===== src/rtl/pipe_hazard_ctrl.sv =====
// pipe_hazard_ctrl: hazard control for a 5-stage in-order pipeline.
// Generates forwarding selects, load-use stalls, branch flushes, and
// data-memory wait freezes, plus a sticky memory-timeout flag.
// Optional macro HAZARD_STATS_EN adds saturating event counters
// (lu_cnt, br_cnt, frz_cnt).
//
// Stall/flush outputs are combinational from the registered state and the
// current inputs. A freeze holds every pipeline register and masks the
// load-use and branch responses. The held EX instruction presents those
// hazards again once the freeze ends.
module pipe_hazard_ctrl #(
    parameter int INIT_CYCLES = 2,
    parameter int MEM_TIMEOUT = 16
) (
    input  logic       clk,
    input  logic       rst,
    input  logic [4:0] rs1_d,
    input  logic [4:0] rs2_d,
    input  logic [4:0] rs1_e,
    input  logic [4:0] rs2_e,
    input  logic [4:0] rd_e,
    input  logic [4:0] rd_m,
    input  logic [4:0] rd_w,
    input  logic       reg_write_m,
    input  logic       reg_write_w,
    input  logic       load_e,
    input  logic       pc_src_e,
    input  logic       mem_req_m,
    input  logic       mem_ready,
    output logic       stall_f,
    output logic       stall_d,
    output logic       stall_em,
    output logic       flush_d,
    output logic       flush_e,
    output logic [1:0] fwd_a_e,
    output logic [1:0] fwd_b_e,
`ifdef HAZARD_STATS_EN
    output logic [15:0] lu_cnt,
    output logic [15:0] br_cnt,
    output logic [15:0] frz_cnt,
`endif
    output logic       mem_err,
    output logic [1:0] state
);

    localparam int IW = (INIT_CYCLES > 1) ? $clog2(INIT_CYCLES) : 1;
    localparam int WW = (MEM_TIMEOUT > 1) ? $clog2(MEM_TIMEOUT + 1) : 1;
    localparam logic [IW-1:0] INIT_LAST = (INIT_CYCLES > 1) ? IW'(INIT_CYCLES - 1) : '0;

    typedef enum logic [1:0] {
        ST_INIT = 2'b00,
        ST_RUN  = 2'b01,
        ST_WAIT = 2'b10,
        ST_HALT = 2'b11
    } state_t;

    state_t        state_q, state_d;
    logic [IW-1:0] init_cnt_q, init_cnt_d;
    logic [WW-1:0] wait_cnt_q, wait_cnt_d;
    logic          mem_err_q, mem_err_d;
    logic          load_use;
    logic          freeze;
    logic          normal;

    assign state   = state_q;
    assign mem_err = mem_err_q;

    // Forwarding select: MEM result beats WB result; x0 is never forwarded.
    always_comb begin
        fwd_a_e = 2'b00;
        fwd_b_e = 2'b00;
        if (reg_write_m && rd_m != 5'd0 && rd_m == rs1_e)      fwd_a_e = 2'b10;
        else if (reg_write_w && rd_w != 5'd0 && rd_w == rs1_e) fwd_a_e = 2'b01;
        if (reg_write_m && rd_m != 5'd0 && rd_m == rs2_e)      fwd_b_e = 2'b10;
        else if (reg_write_w && rd_w != 5'd0 && rd_w == rs2_e) fwd_b_e = 2'b01;
    end

    assign load_use = load_e && (rd_e != 5'd0) && ((rd_e == rs1_d) || (rd_e == rs2_d));

    // Next-state logic and stall/flush outputs for the control FSM.
    always_comb begin
        state_d    = state_q;
        init_cnt_d = init_cnt_q;
        wait_cnt_d = wait_cnt_q;
        mem_err_d  = mem_err_q;
        freeze     = 1'b0;
        normal     = 1'b0;
        stall_f    = 1'b0;
        stall_d    = 1'b0;
        stall_em   = 1'b0;
        flush_d    = 1'b0;
        flush_e    = 1'b0;
        case (state_q)
            ST_INIT: begin
                stall_f = 1'b1;
                flush_d = 1'b1;
                flush_e = 1'b1;
                if (init_cnt_q == INIT_LAST) begin
                    init_cnt_d = '0;
                    state_d    = ST_RUN;
                end else begin
                    init_cnt_d = init_cnt_q + 1'b1;
                end
            end
            ST_RUN: begin
                if (mem_req_m && !mem_ready) begin
                    freeze     = 1'b1;
                    wait_cnt_d = WW'(1);
                    if (MEM_TIMEOUT <= 1) begin
                        mem_err_d = 1'b1;
                        state_d   = ST_HALT;
                    end else begin
                        state_d = ST_WAIT;
                    end
                end else begin
                    normal = 1'b1;
                end
            end
            ST_WAIT: begin
                if (!mem_ready) begin
                    freeze     = 1'b1;
                    wait_cnt_d = wait_cnt_q + 1'b1;
                    if (wait_cnt_q + 1'b1 == WW'(MEM_TIMEOUT)) begin
                        mem_err_d = 1'b1;
                        state_d   = ST_HALT;
                    end
                end else begin
                    normal     = 1'b1;
                    wait_cnt_d = '0;
                    state_d    = ST_RUN;
                end
            end
            default: begin
                freeze = 1'b1;
            end
        endcase

        if (freeze) begin
            stall_f  = 1'b1;
            stall_d  = 1'b1;
            stall_em = 1'b1;
        end
        if (normal) begin
            if (pc_src_e) begin
                flush_d = 1'b1;
                flush_e = 1'b1;
            end else if (load_use) begin
                stall_f = 1'b1;
                stall_d = 1'b1;
                flush_e = 1'b1;
            end
        end
    end

    // FSM state, counters and sticky error flag.
    always_ff @(posedge clk) begin
        if (!rst) begin
            state_q    <= ST_INIT;
            init_cnt_q <= '0;
            wait_cnt_q <= '0;
            mem_err_q  <= 1'b0;
        end else begin
            state_q    <= state_d;
            init_cnt_q <= init_cnt_d;
            wait_cnt_q <= wait_cnt_d;
            mem_err_q  <= mem_err_d;
        end
    end

`ifdef HAZARD_STATS_EN
    logic [15:0] lu_cnt_q, lu_cnt_d;
    logic [15:0] br_cnt_q, br_cnt_d;
    logic [15:0] frz_cnt_q, frz_cnt_d;

    assign lu_cnt  = lu_cnt_q;
    assign br_cnt  = br_cnt_q;
    assign frz_cnt = frz_cnt_q;

    // Saturating event counters for applied load-use stalls, branch flushes and freezes.
    always_comb begin
        lu_cnt_d  = lu_cnt_q;
        br_cnt_d  = br_cnt_q;
        frz_cnt_d = frz_cnt_q;
        if (normal && !pc_src_e && load_use && lu_cnt_q != 16'hFFFF) lu_cnt_d = lu_cnt_q + 16'd1;
        if (normal && pc_src_e && br_cnt_q != 16'hFFFF)              br_cnt_d = br_cnt_q + 16'd1;
        if (freeze && frz_cnt_q != 16'hFFFF)                         frz_cnt_d = frz_cnt_q + 16'd1;
    end

    // Counter registers.
    always_ff @(posedge clk) begin
        if (!rst) begin
            lu_cnt_q  <= '0;
            br_cnt_q  <= '0;
            frz_cnt_q <= '0;
        end else begin
            lu_cnt_q  <= lu_cnt_d;
            br_cnt_q  <= br_cnt_d;
            frz_cnt_q <= frz_cnt_d;
        end
    end
`endif

endmodule


===== config.mk =====
export PLATFORM = sky130hd
export DESIGN_NAME = pipe_hazard_ctrl
export DESIGN_NICKNAME = d
export VERILOG_FILES = /design/src/rtl/pipe_hazard_ctrl.sv
export SDC_FILE = /design/constraint.sdc
export NUM_CORES = 1
export LEC_CHECK = 0
export CAP_MARGIN = 20
export CORE_MARGIN = 5
export CORE_UTILIZATION = 30
export CTS_CLUSTER_SIZE = 14
export DETAILED_ROUTE_END_ITERATION = 10
export GPL_TIMING_DRIVEN = 0
export HOLD_SLACK_MARGIN = 0.06
export PLACE_DENSITY = 0.63
export SYNTH_ARGS = -nofsm -noshare
export SYNTH_HDL_FRONTEND = slang
export SYNTH_SLANG_ARGS = --single-unit

===== constraint.sdc =====
create_clock -name clk -period 3.8 [get_ports clk]
set_input_delay 0.38 -clock clk [delete_from_list [all_inputs] [get_ports clk]]
set_output_delay 0.38 -clock clk [all_outputs]
set_load 0.02 [all_outputs]

# Word level (Yosys, flattened, before mapping)
# Cells that the tools add are included.
word_totals:
  elab_cells: 72
  inputBits: 43
  ff_bits: 9
  output_inout_bits: 12
classes:
  n_mux: 33
  n_addsub: 2
  bitwise: 1
  n_reduce_logical: 20
  eq_ne: 12
ops:
  columns: ["cell", "n"]
  rows:
  - ["5-bit == test", 6]
  - ["1-bit two-way mux", 21]
  - ["5-bit nonzero test", 3]
  - ["2-bit two-way mux", 6]
  - ["5-bit two-way mux", 2]
  - ["5-bit one-hot mux with 2 select lines", 1]
  - ["1-bit logical AND", 9]
  - ["2-bit one-hot mux with 3 select lines", 1]
  - ["5-bit by 1-bit adder with 5-bit output (second input constant)", 1]
  - ["5-bit == test (second input constant)", 1]
  - ["2-bit inequality test (second input constant)", 2]
  - ["4-bit AND reduction", 1]
  - ["3-bit inequality test (second input constant)", 1]
  - ["1-bit one-hot mux with 3 select lines", 1]
  - ["3-bit AND reduction", 1]
  - ["3-bit nonzero test", 1]
  - ["2-bit by 1-bit == test with 1-bit output (second input constant)", 1]
  - ["2-bit == test (second input constant)", 1]
  - ["2-bit zero test", 1]
  - ["1-bit one-hot mux with 2 select lines", 1]
  - ["2-bit AND reduction", 1]
  - ["2-bit nonzero test", 1]
  - ["1-bit adder (second input constant)", 1]
  - ["1-bit zero test", 1]
  - ["2 further kinds", 2]

# Logic depth before layout (Yosys ltp)
# Gate-level depths: netlist of run 1.
depth:
  ltp_word: 8
  ltp_mapped: 7
  ltp_nobuf: 7

# Worst setup path after synthesis of run 1
# OpenSTA, ideal clock, no wires.
synth_path:
  kind: "reg2out"
  start: "register state_q[0], in the netlist state[0]"
  end: "output stall_f"
  arrival_ns: 1.745
  n_path_buf: 0
  path_stages_with_launch: 7
  slack_ns: 1.675
  required_ns: 3.420
  path_cell_list: "dfxtp_1 > ha_1 > inv_1 > o21ai_0 > and2_1 > o2111ai_1 > o21ai_0"
synth_via:
  elab_chain_len: 6
  elab_cells_between_ends: 10
  classes_between: "eq/ne (2); mux (7); reduce/logical (1)"
synth_lines:
  columns: ["item", "line", "rtl"]
  rows:
  - ["start, declared", "57", "state_t state_q, state_d;"]
  - ["start signal, assigned", "163", "state_q <= state_d;"]
  - ["2-bit == test, or another cell as far along", "93", "case (state_q)"]
  - ["1-bit one-hot mux with 3 select lines or 1-bit two-way mux (tied branches)", "93", null]
  - ["1-bit two-way mux", "138", "if (freeze) begin"]
  - ["1-bit two-way mux", "147", "end else if (load_use) begin"]
  - ["1-bit two-way mux", "144", "if (pc_src_e) begin"]
  - ["1-bit two-way mux (*)", "143", "if (normal) begin"]
  - ["end, declared", "30", "output logic stall_f,"]
# Every way passes the cells marked *; elsewhere a longest branch is shown, timed or not.

# Worst setup path in the final report of run 1
layout_path:
  start: "input rd_m[0]"
  end: "output fwd_a_e[0]"
layout_via:
  elab_chain_len: 4
  elab_cells_between_ends: 5
  classes_between: "eq/ne (1); mux (1); reduce/logical (3)"
layout_lines:
  columns: ["item", "line", "rtl"]
  rows:
  - ["start, declared", "22", "input logic [4:0] rd_m,"]
  - ["5-bit nonzero test", "72", "if (reg_write_m && rd_m != 5'd0 && rd_m == rs1_e) fwd_a_e = 2'b10;"]
  - ["1-bit logical AND", "72", null]
  - ["1-bit logical AND (*)", "72", null]
  - ["2-bit two-way mux (*)", "72", null]
  - ["end, declared", "35", "output logic [1:0] fwd_a_e,"]
# Marks and branches as above.

==> out/results.ini, run 1 <==
[outcome]
result_of_the_run = finished, final reports clean

[clock_network]
postCtsSetupRepairBufs = 0
clk_transition_reported_paths_ns = 0.08
clk_path_buf_depth = 2
clock_sinks = 9
numCtsBuffers = 3
post_cts_resized = 0
clock_latency_ns = 0.28
htree_num_levels = 1
tritoncts = yes
clock_tree.root_cell = sky130_fd_sc_hd__clkbuf_4
cts.hold.buffers_added = 0

[setup_path]
worst_r2r_startpoint = state[0]
timing.critical_path.cells = clkdlybuf4s50_1 > or4_4 > o21ai_2 > nor4_1 > nor4_2 > clkdlybuf4s50_1
critical_path.slowest_cell = sky130_fd_sc_hd__clkdlybuf4s50_1
critPathMaxStageDelay_ns = 0.64
critical_path_data_required_time_ns = 3.42
cpMostUsedCell = sky130_fd_sc_hd__clkdlybuf4s50_1
critPathKind = in2out
crit_path_start_kind = input pin
r2r_setup_slack_ns = 1.95
crit_path_end_kind = primary output
critical_path_peak_fanout = 3
rr_endpoint = wait_cnt_q[2]
arrival_ns = 2.61
timing.reg2reg.worst_path_depth = 6

[sta]
worst_hold_slack_ns = 0.509
clock_skew_ns = 0.0157
period_minus_slack_ns = 2.99
unrepaired_setup_endpoints_after_global_routing = no
slew_margin_rel_pct = 67.0
min_period_over_period_pct = 78.6
final-max-slew-violation-count = 0
hold_violations = 0
clock.fmax_ghz = 0.335
least_margin_pin_slew_ns = 0.491
totalNegativeSetupSlack_ns = 0
finalSetupViolCount = 0

[power_and_ir_drop]
power.density_nw_per_um2 = 336
vdd.ir_drop.worst_v = 0.000253
report.power.total_mw = 0.546
leakage_power_nw = 0.566

[global_route]
number_of_antenna_violations_at_the_first_check_in_global_routing = 0
grt_remaining_overflow = 0
wire_length_of_the_first_global_routing_pass_mm = 4.63
maximum_number_of_pins_on_one_net_before_global_route_repair = 11
grt_pass1_vias = 1128
grt.total_usage_pct = 12.9

[cells_and_area]
antenna_cells_inserted = 0
flow.area_growth_from_synthesis_pct = 62.6
drive_above_1_share_pct = 5.56
nets_final = 230
multi_input_area_sq_um = 801
area.sequential_sq_um = 180
fillers = 319

[detailed_routing]
drtAntennaViolNets = 0
detail_route.iter0.violations = 12
first_pass_iters = 3
routed_wire_length_mm = 2.96
vias_per_cell = 4.69
wl_per_cell_microns = 13.1
drc = 0
num_vias = 1061

[floorplan]
die_y_microns = 67.7
io_pins = 55
design.core.area_sq_um = 3280
floorplan.initialDensity_pct = 30.4
dieWidth_microns = 67.7
dieArea_sq_um = 4590
rows = 21

[run]
drv_cap = 0

[place]
gp_congestion = 0.812
buffer_ports.inserted = 54
hpwl_mm = 2.49

[synthesis]
postSynthRegisterBits = 9
combinational_family_with_the_most_area_after_synthesis = XOR/XNOR gates
syn-mean-instance-area_sq_um = 8.19
yosysTopAreaCellShare_pct = 18.0
netlist_area_sq_um = 1000
synth.yosys.seq_area_share_pct = 18.0
synth_compound_gate_area_share_pct = 16.4
synth_xor_area_share_pct = 27.2
synthCells = 122
async_flop_share_pct = 0
synth-simple-area-share_pct = 26.0
yosys_most_used_dff = sky130_fd_sc_hd__dfxtp_1
synth_commonest_cells = sky130_fd_sc_hd__xnor2_1 (16), sky130_fd_sc_hd__xor2_1 (15), sky130_fd_sc_hd__dfxtp_1 (9)
post_synth_edffs = 0
post-synth-top-count-cell = sky130_fd_sc_hd__xnor2_1
synth_cell_types = 33
yosys_warnings = 0
synthAdderAreaFrac_pct = 7.51
synth_top_cells_by_area = sky130_fd_sc_hd__dfxtp_1 (18%), sky130_fd_sc_hd__xnor2_1 (14%), sky130_fd_sc_hd__xor2_1 (13%)
mapped_nets = 171
post_synth_mux_area_share_pct = 3.00
synth.largest_area_cell = sky130_fd_sc_hd__dfxtp_1

[hold_path]
hold_path.startpoint = mem_err
whs_path_depth = 2
whs_endpoint = mem_err
timing.hold.worst.class = reg2reg

[placed cells by master (no fill, tap or decap), types with 6 or more instances in the layout]
cell type / instances
sky130_fd_sc_hd__clkdlybuf4s50_1: 54
sky130_fd_sc_hd__xnor2_1: 16
sky130_fd_sc_hd__xor2_1: 15
sky130_fd_sc_hd__dfxtp_1: 9
sky130_fd_sc_hd__o21ai_0: 7
sky130_fd_sc_hd__nand2_1: 7
sky130_fd_sc_hd__nand3_1: 6
sky130_fd_sc_hd__a21oi_1: 6
sky130_fd_sc_hd__ha_1: 6
[routing by layer]
| metal | track usage [%] | share of wire (%) |
|---|---|---|
| met1 | 14.5 | 42 |
| met2 | 23.0 | 46 |
| met3 | 3.33 | 11 |
| met4 | 4.81 | 0.91 |
| met5 | 0 | 0 |
[stage by stage]
step,instance area [sq um],setup WS [ns],instances,utilization (%)
detailed placement,1600,0.805,222,48.6
finish,1630,0.812,226,49.5
floorplan,1000,1.67,122,-
global route,1630,0.698,226,49.5
CTS,1630,0.802,226,49.5
global placement,1600,0.833,222,48.6
[state kept, by name, summed over array words and instances (netlist names)]
name,flops
wait_cnt_q,5
state,2
mem_err,1
init_cnt_q,1
[power by group]
group          internal [mW]  switching, mW
clock network         0.0390         0.0414
logic                  0.175          0.161
registers              0.111         0.0192
total                  0.324          0.222
[cell families after synthesis]
logic type | count (synthesis)
xor gates and xnor gates | 31
AOI/OAI and AO/OA | 26
DFF | 9
adders and majority gates | 6
muxes | 3
and+or+nand+nor | 42
buffers and inverters | 5
[worst max-delay path by stage]
stage | start | depth (start not counted) | end | slack, ns
4_1_cts | rd_m[0] | 6 | fwd_a_e[0] | 0.80
5_1_grt | rd_m[0] | 6 | fwd_a_e[0] | 0.70
2_1_floorplan | state[0] | 6 | stall_f | 1.67
3_5_place_dp | rd_m[0] | 6 | fwd_a_e[0] | 0.80
6_report | rd_m[0] | 6 | fwd_a_e[0] | 0.81
3_3_place_gp | rd_m[0] | 6 | fwd_a_e[0] | 0.83
[layout make-up]
| cell class | instances | area share, % |
|---|---|---|
| clock buffers | 3 | 1.39 |
| multi-input cells | 108 | 49.3 |
| clock inverters | 1 | 0.308 |
| inverters | 4 | 0.924 |
| repair buffers | 54 | 33.3 |
| plain buffers | 1 | 0.231 |
| flip-flops and latches | 9 | 11.1 |
| well taps | 46 | 3.54 |
[critical path: cells and delay by family]
family,cells,cell delay [ns]
buffers and inverters,2,1.13
AO/OA/AOI/OAI,1,0.16
AND/OR/NAND/NOR,3,0.94
Power figures use the tool's default switching activity.
==> run 2, diff against run 1 <==
clock period = 3 ns   (was 3.8 ns; I/O delays follow)
==> results of run 2 <==
The final DEF is identical to that of run 1. Status: finished, final reports clean.
Among the figures that moved: setup slack after placement 0.805 ns -> 0.165 ns; setup slack after layout 0.812 ns -> 0.172 ns; register-to-register setup slack 1.95 ns -> 1.15 ns; total power 0.546 mW -> 0.692 mW; worst IR drop on VDD 0.000253 V -> 0.000321 V
==> run 3, diff against run 2 <==
CORE_UTILIZATION = 39   (was 30)
PLACE_DENSITY = 0.79   (was 0.63)
REMOVE_ABC_BUFFERS = 1   (was not set)
==> out/results.ini, run 3 (same netlist as run 1, synthesis figures left out) <==
[setup_path]
rr_endpoint = wait_cnt_q[2]
crit_path_start_kind = input pin
critical_path_data_required_time_ns = 2.70
worst_r2r_startpoint = state[1]
arrival_ns = 2.56
critical_path_peak_fanout = 3  ; unchanged
critical_path.slowest_cell = sky130_fd_sc_hd__clkdlybuf4s50_1
timing.critical_path.cells = clkdlybuf4s50_1 > or4_4 > o21ai_2 > nor4_1 > nor4_2 > clkdlybuf4s50_1
critPathKind = in2out
critPathMaxStageDelay_ns = 0.66  ; +0.02 ns
crit_path_end_kind = primary output
timing.reg2reg.worst_path_depth = 7  ; +1
r2r_setup_slack_ns = 1.19
cpMostUsedCell = sky130_fd_sc_hd__clkdlybuf4s50_1

[hold_path]
timing.hold.worst.class = reg2reg
whs_endpoint = mem_err
whs_path_depth = 2  ; unchanged
hold_path.startpoint = mem_err

[clock_network]
numCtsBuffers = 3  ; unchanged
clock_sinks = 9  ; unchanged
clk_transition_reported_paths_ns = 0.07  ; about the same
clock_tree.root_cell = sky130_fd_sc_hd__clkbuf_4
htree_num_levels = 1  ; unchanged
post_cts_resized = 0  ; unchanged
tritoncts = yes
postCtsSetupRepairBufs = 0  ; unchanged
clock_latency_ns = 0.26  ; -0.02 ns
cts.hold.buffers_added = 0  ; unchanged
clk_path_buf_depth = 2  ; unchanged

[floorplan]
die_y_microns = 60.6  ; -10%
floorplan.initialDensity_pct = 40.7  ; +10 points
io_pins = 55  ; unchanged
dieWidth_microns = 60.6  ; -10%
dieArea_sq_um = 3680  ; -20%
design.core.area_sq_um = 2450  ; -25%
rows = 18  ; -14%

[detailed_routing]
drtAntennaViolNets = 0  ; unchanged
first_pass_iters = 4  ; +1
routed_wire_length_mm = 3.20  ; +8.2%
num_vias = 1119  ; +5.5%
detail_route.iter0.violations = 69  ; +57
drc = 0  ; unchanged
vias_per_cell = 5.35  ; +14%
wl_per_cell_microns = 15.3  ; +17%

[cells_and_area]
flow.area_growth_from_synthesis_pct = 60.2
nets_final = 229  ; -0.43%
antenna_cells_inserted = 0  ; unchanged
mostFrequentLayoutCell = sky130_fd_sc_hd__clkdlybuf4s50_1
flip_flop_count_of_the_largest_register_all_copies_and_words_added = 5  ; unchanged
fin_util_pct = 65.2  ; +16 points
most-common-layout-cells = sky130_fd_sc_hd__clkdlybuf4s50_1 (54), sky130_fd_sc_hd__xnor2_1 (16), sky130_fd_sc_hd__xor2_1 (15), sky130_fd_sc_hd__dfxtp_1 (9)
largest_register = wait_cnt_q
drive_above_1_share_pct = 5.59  ; +0.031 points

[sta]
worst_hold_slack_ns = 0.503  ; -0.00655 ns
finalSetupViolCount = 0  ; unchanged
clock.fmax_ghz = 0.349
min_period_over_period_pct = 95.4
slew_margin_rel_pct = 63.9  ; -3.1 points
clock_skew_ns = 0.00841  ; -0.00724 ns
totalNegativeSetupSlack_ns = 0  ; unchanged
final-max-slew-violation-count = 0  ; unchanged
unrepaired_setup_endpoints_after_global_routing = no
least_margin_pin_slew_ns = 0.536  ; +0.0455 ns
period_minus_slack_ns = 2.86
hold_violations = 0  ; unchanged

[global_route]
grt_remaining_overflow = 0  ; unchanged
wire_length_of_the_first_global_routing_pass_mm = 5.09  ; +9.9%
grt.total_usage_pct = 18.3  ; +5.4 points
grt_pass1_vias = 1163  ; +3.1%
number_of_antenna_violations_at_the_first_check_in_global_routing = 0  ; unchanged
maximum_number_of_pins_on_one_net_before_global_route_repair = 12  ; +1

[power_and_ir_drop]
power.share.combinational_pct = 62.3  ; +0.8 points
share_seq_of_total_power_pct = 23.9  ; about the same
leakage_power_nw = 0.565  ; -0.21%
power.density_nw_per_um2 = 429
net_switching_power_mw = 0.277
vdd.ir_drop.worst_v = 0.000412
power.clock.fraction_pct = 13.9  ; -0.8 points
internal_mw = 0.410
power.share.switching_pct = 40.3

[place]
gp_congestion = 0.884  ; +8.9%
buffer_ports.inserted = 54  ; unchanged
hpwl_mm = 2.69  ; +7.9%

[run]
drv_cap = 0  ; unchanged

[outcome]
result_of_the_run = finished, final reports clean

## run 3: through the flow
step                      total power, mW  worst slack (ns)  area, sq um  std cells
final                               0.687             0.138         1600        209
after global routing                0.742            0.0908         1600        209
after CTS                           0.690             0.154         1600        209
after detailed placement            0.594             0.155         1570        205
after global placement              0.581             0.219         1570        205
after floorplan                     0.407             0.955          996        121
## run 3: worst max-delay path by stage
stage	depth (start not counted)	slack (ns)	start	endpoint
after floorplan	6	0.95	state[0]	stall_f
after global placement	6	0.22	rd_m[0]	fwd_b_e[0]
after detailed placement	6	0.15	rd_m[0]	fwd_a_e[0]
after CTS	6	0.15	rd_m[0]	fwd_a_e[0]
after global routing	6	0.09	rd_m[0]	fwd_b_e[0]
final	6	0.14	rd_m[0]	fwd_a_e[0]
## run 3: layout make-up
type,instances,area (sq um)
Fill cell,226,853
Multi-Input combinational cell,108,801
Timing Repair Buffer,54,541
Sequential cell,9,180
Tap cell,30,37.5
Clock buffer,3,22.5
Inverter,4,15.0
Clock inverter,1,5.00
## run 3: routing by layer
| layer | track usage (%) | wire (microns) |
|---|---|---|
| met3 | 4.04 | 293 |
| met2 | 34.4 | 1590 |
| met1 | 20.6 | 1290 |
| met4 | 4.64 | 31 |
| met5 | 0 | 0 |
## run 3: power by group through the flow
stage,logic [mW],registers (mW),clock network (mW)
2_1_floorplan,0.234,0.172,0
3_3_place_gp,0.415,0.166,0
3_5_place_dp,0.428,0.166,0
4_1_cts,0.429,0.164,0.0974
5_1_grt,0.468,0.166,0.107
6_report,0.428,0.164,0.0953
## run 3: worst max-delay path, delay by kind of cell
family	cells	cell delay (ns)
buffers and inverters	2	1.15
and+or+nand+nor	3	0.96
AOI/OAI and AO/OA	1	0.14
